## config.mk

```make
export PLATFORM = sky130hd
export DESIGN_NAME = inst_encoder
export DESIGN_NICKNAME = d
export VERILOG_FILES = /design/src/rtl/inst_encoder.sv
export SDC_FILE = /design/constraint.sdc
export NUM_CORES = 1
export LEC_CHECK = 0
export BUFFER_PORTS_ARGS = -buffer_cell sky130_fd_sc_hd__buf_2
export CELL_PAD_IN_SITES_DETAIL_PLACEMENT = 1
export CELL_PAD_IN_SITES_GLOBAL_PLACEMENT = 1
export CORE_ASPECT_RATIO = 0.75
export CORE_MARGIN = 3
export CORE_UTILIZATION = 44
export CTS_BUF_LIST = sky130_fd_sc_hd__clkbuf_4 sky130_fd_sc_hd__clkbuf_8
export DETAILED_ROUTE_END_ITERATION = 16
export PLACE_DENSITY = 0.89
export SLEW_MARGIN = 15
export SYNTH_ARGS = -nofsm -noshare
export SYNTH_HDL_FRONTEND = slang
export SYNTH_SLANG_ARGS = --single-unit
```

## constraint.sdc

```tcl
create_clock -name clk_i -period 4.5 [get_ports clk_i]
set_clock_uncertainty 0.15 [all_clocks]
set_input_delay 0.45 -clock clk_i [delete_from_list [all_inputs] [get_ports clk_i]]
set_output_delay 0.45 -clock clk_i [all_outputs]
set_load 0.02 [all_outputs]
```

## src/rtl/inst_encoder.sv

```systemverilog
// rtl/inst_encoder.sv - RV32I addi/lw/sw/beq word encoder feeding a small valid/ready FIFO
// Optional immediate range checking with sticky err_o: INST_ENCODER_RANGE_CHECK_EN.
module inst_encoder #(
  parameter int DEPTH = 4
) (
  input  logic                       clk_i,
  input  logic                       rst_i,
  input  logic                       valid_i,
  output logic                       ready_o,
  input  logic [1:0]                 op_i,
  input  logic [4:0]                 rd_i,
  input  logic [4:0]                 rs1_i,
  input  logic [4:0]                 rs2_i,
  input  logic [31:0]                imm_i,
  output logic [31:0]                data_o,
  output logic                       valid_o,
  input  logic                       ready_i,
  output logic [$clog2(DEPTH):0]     count_o,
  output logic [15:0]                issued_o,
  output logic                       err_o
);

  localparam int PW = $clog2(DEPTH);
  localparam int CW = PW + 1;
  localparam logic [CW-1:0] DEPTH_C = CW'(DEPTH);

  logic [31:0]   mem_q [DEPTH];
  logic [PW-1:0] wr_ptr_q, wr_ptr_d;
  logic [PW-1:0] rd_ptr_q, rd_ptr_d;
  logic [CW-1:0] count_q, count_d;
  logic [15:0]   issued_q, issued_d;
  logic [31:0]   word;
  logic          accept, push, pop, range_bad;

  always_comb begin
    word = '0;
    case (op_i)
      2'd0: word = {imm_i[11:0], rs1_i, 3'b000, rd_i, 7'b0010011};
      2'd1: word = {imm_i[11:0], rs1_i, 3'b010, rd_i, 7'b0000011};
      2'd2: word = {imm_i[11:5], rs2_i, rs1_i, 3'b010, imm_i[4:0], 7'b0100011};
      2'd3: word = {imm_i[12], imm_i[10:5], rs2_i, rs1_i, 3'b000, imm_i[4:1], imm_i[11], 7'b1100011};
      default: word = '0;
    endcase
  end

`ifdef INST_ENCODER_RANGE_CHECK_EN
  logic err_q, err_d;

  always_comb begin
    range_bad = 1'b0;
    if (op_i == 2'd3) begin
      range_bad = ($signed(imm_i) < -32'sd4096) || ($signed(imm_i) > 32'sd4094) || imm_i[0];
    end else begin
      range_bad = ($signed(imm_i) < -32'sd2048) || ($signed(imm_i) > 32'sd2047);
    end
  end

  always_comb begin
    err_d = err_q | (accept & range_bad);
  end

  always_ff @(posedge clk_i) begin
    if (!rst_i) err_q <= 1'b0;
    else        err_q <= err_d;
  end

  assign err_o = err_q;
`else
  logic unused_imm;
  assign unused_imm = ^imm_i[31:13];
  assign range_bad  = 1'b0;
  assign err_o      = 1'b0;
`endif

  assign ready_o  = (count_q < DEPTH_C) && rst_i;
  assign valid_o  = (count_q != '0) && rst_i;
  assign data_o   = valid_o ? mem_q[rd_ptr_q] : 32'h0;
  assign count_o  = count_q;
  assign issued_o = issued_q;

  // A rejected out-of-range word still completes its handshake; it is just never stored.
  assign accept = valid_i && ready_o;
  assign push   = accept && !range_bad;
  assign pop    = valid_o && ready_i;

  always_comb begin
    wr_ptr_d = wr_ptr_q;
    rd_ptr_d = rd_ptr_q;
    count_d  = count_q;
    issued_d = issued_q;
    if (push) wr_ptr_d = wr_ptr_q + PW'(1);
    if (pop) begin
      rd_ptr_d = rd_ptr_q + PW'(1);
      issued_d = issued_q + 16'd1;
    end
    case ({push, pop})
      2'b10:   count_d = count_q + CW'(1);
      2'b01:   count_d = count_q - CW'(1);
      default: count_d = count_q;
    endcase
  end

  always_ff @(posedge clk_i) begin
    if (!rst_i) begin
      wr_ptr_q <= '0;
      rd_ptr_q <= '0;
      count_q  <= '0;
      issued_q <= '0;
    end else begin
      wr_ptr_q <= wr_ptr_d;
      rd_ptr_q <= rd_ptr_d;
      count_q  <= count_d;
      issued_q <= issued_d;
    end
  end

  always_ff @(posedge clk_i) begin
    if (push) mem_q[wr_ptr_q] <= word;
  end

endmodule

```

==> impl_metrics.toml <==
[pwr]
cellInternalPower_mw = 1.875
power.density_nw_per_um2 = 398.9
peakVddDrop_mv = 0.2892
clkPwrFrac_pct = 36.1
pwr-share-seq_pct = 53.9
p_sw_mw = 0.6468
leakage_nw = 2.352
swShare_pct = 25.65
p_comb_share_pct = 10.1

[clock_network]
numCtsBuffers = 17
root_buffer = "clkbuf_8"
clk_pin_slew_worst_paths_ns = 0.08
post-cts-setup-buffers = 0
cts_sinks = 129
htree_num_levels = 4
clk_latency_ns = 0.42
clk_path_buf_depth = 2
cts_tree = "built"
ctsResizeCount = 0
cts_hold_buf = 0

[die]
placementRows = 34
ios = 107
die-width_um = 133.8
die_h_um = 101.9
dieArea_um2 = 13630
core_area_um2 = 11780
start_util_pct = 45.76

[sta]
finalMaxSlewViolations = 0
rsz0062_at_grt = "false"
fin_crit_ns = 2.948
slew_headroom_pct = 32.56
worst_slew_pin_slew_ns = 1.008
setup_viol = 0
period_share_pct = 65.51
worst_hold_slack_ns = 0.08869
fin_setup_tns_ns = 0
fmax_ghz = 0.3392
hold_viol_final = 0

[yosys]
synth.area.top_cells = "edfxtp_1 (58%), mux4_2 (11%), dfxtp_1 (9.3%), and2_1 (4.6%), ha_1 (2.6%)"
postSynthAreaPerCell_um2 = 16.15
synth.most_common_cell = "edfxtp_1"
seq_area_frac_synth_pct = 67.19
syn_inst = 334
yosysWarnings = 0
synth_top_area_share_pct = 57.91
synthTopCellsByCount = "edfxtp_1 (104), and2_1 (40), mux4_2 (26), dfxtp_1 (25), nand2_1 (16)"
synth_ff_type = "edfxtp_1"
synth-edff-count = 104
synth.distinct_cells = 41
ys_seq_elements = 129
async_flop_share_pct = 0
yosysTopAreaCell = "edfxtp_1"
netlist_area_um2 = 5393

[global_routing]
grt_max_degree = 32
overflow = 0
antenna_found_initial = 0
grt_use_total_pct = 17.78
grt_pass1_wl_um = 18000
grt_pass1_vias = 3298

[critical_path]
critPathLaunchType = "flop"
crit_required_ns = 3.90
cp_max_fo = 26
endpoint_kind = "output port"
cp_data_arrival_time_ns = 2.35
worstSetupPathType = "reg -> out"

[final_layout]
drive_above_1_share_pct = 34.17
area_growth_pct = 17.22
antenna_cells = 0
final_nets = 489
instances_no_fill = 598

[drt]
drtIter0Drc = 244
wl_per_cell_um = 18.98
dr.pass1.iters = 4
vias = 3072
wl_um = 11350
via_per_inst = 5.137
ant_nets = 0
drc = 0

[outcome]
status = "completed"

[place]
dp.cells = 567
port_buffers = 82
dp_hpwl_um = 7424
place.gp.congestion = 0.7785

[worst_hold_path]
hold_class = "in -> reg"

[job]
max-cap-violations = 0
==> final timing paths <==
kind | from | endpoint | slack [ns] | cells after the start
worst max-delay path | flop | data_o[23] | 1.55 | 3
worst min-delay path | imm_i[8] | mem_q[0][28]$_DFFE_PP_ | 0.09 | 1
worst max register to register | count_o[2]$_SDFFE_PN0P_ | count_o[2]$_SDFFE_PN0P_ | 1.96 | 8
worst min register to register | issued_o[15]$_SDFFE_PN0P_ | issued_o[15]$_SDFFE_PN0P_ | 0.33 | 2
==> layout make-up <==
type	count	area, um^2
Timing Repair Buffer	87	447.9
Multi-Input combinational cell	176	1629
Clock buffer	17	234.0
Inverter	13	48.80
Fill cell	1198	5463
Sequential cell	129	3625
Tap cell	162	202.7
Clock inverter	14	133.9
==> power by group through the flow <==
stage               Clock [mW]  Sequential, mW  Combinational (mW)
CTS                      0.933            1.36               0.258
floorplan                    0            1.37               0.178
global placement             0            1.38               0.242
finish                   0.909            1.36               0.253
global route             0.994            1.36               0.277
detailed placement           0            1.39               0.256
==> flip-flops by register name (all words and copies together), names as in the netlist, named ones only <==
name / count
mem_q: 104
wr_ptr_q: 2
issued_o: 16
count_o: 3
rd_ptr_q: 2
==> cell usage in the layout, fill, tap and decap left out, types with 2 or more instances in the layout <==
cell type,instances
a21boi_1,2
a22o_1,9
and2_1,40
and2b_1,2
and3_1,4
buf_2,82
buf_4,5
clkbuf_8,17
clkinv_4,5
clkinvlp_4,4
conb_1,5
dfxtp_1,24
edfxtp_1,104
ha_1,11
inv_1,12
inv_6,3
mux2i_1,3
mux4_2,26
nand2_1,16
nand2b_1,3
nand3_1,7
nand4_1,2
nor2_1,2
nor3_1,4
o21ai_0,8
or2_2,2
or3_1,3
xnor2_1,10
xor2_1,3
==> logic make-up after synthesis <==
group,Yosys count,share of synthesized area (%)
buf+inv,33,2.877
fa+ha+maj,12,2.923
flops,129,67.19
mux,29,11.42
xor+xnor,13,2.111
other cells,1,0.06954
simple gates,92,9.838
compound gates,25,3.573
==> worst max-delay path, cell delays in order (launching register included) <==
cell and delay [ns]:
dfxtp_2 0.95, mux4_2 0.62, and2_1 0.19, buf_2 0.16
==> routing by layer <==
layer | GRT usage [%] | share of wire [%] | up-vias
met5 | 0 | 0 | -
li1 | - | - | 1424
met3 | 4.528 | 6.1 | 5
met1 | 22.06 | 42 | 1543
met4 | 5.217 | 0.33 | 0
met2 | 31.39 | 51 | 100
==> metrics by stage <==
stage | cell area [um^2] | utilization (%) | setup WS, ns | power [mW]
3_5_place_dp | 5953 | 50.52 | 1.586 | 1.643
6_report | 6321 | 53.64 | 1.552 | 2.522
4_1_cts | 6321 | 53.64 | 1.428 | 2.551
2_1_floorplan | 5408 | - | 2.020 | 1.551
5_1_grt | 6321 | 53.64 | 1.343 | 2.636
3_3_place_gp | 5953 | 50.52 | 1.698 | 1.626
(Power assumes the default switching activity.)
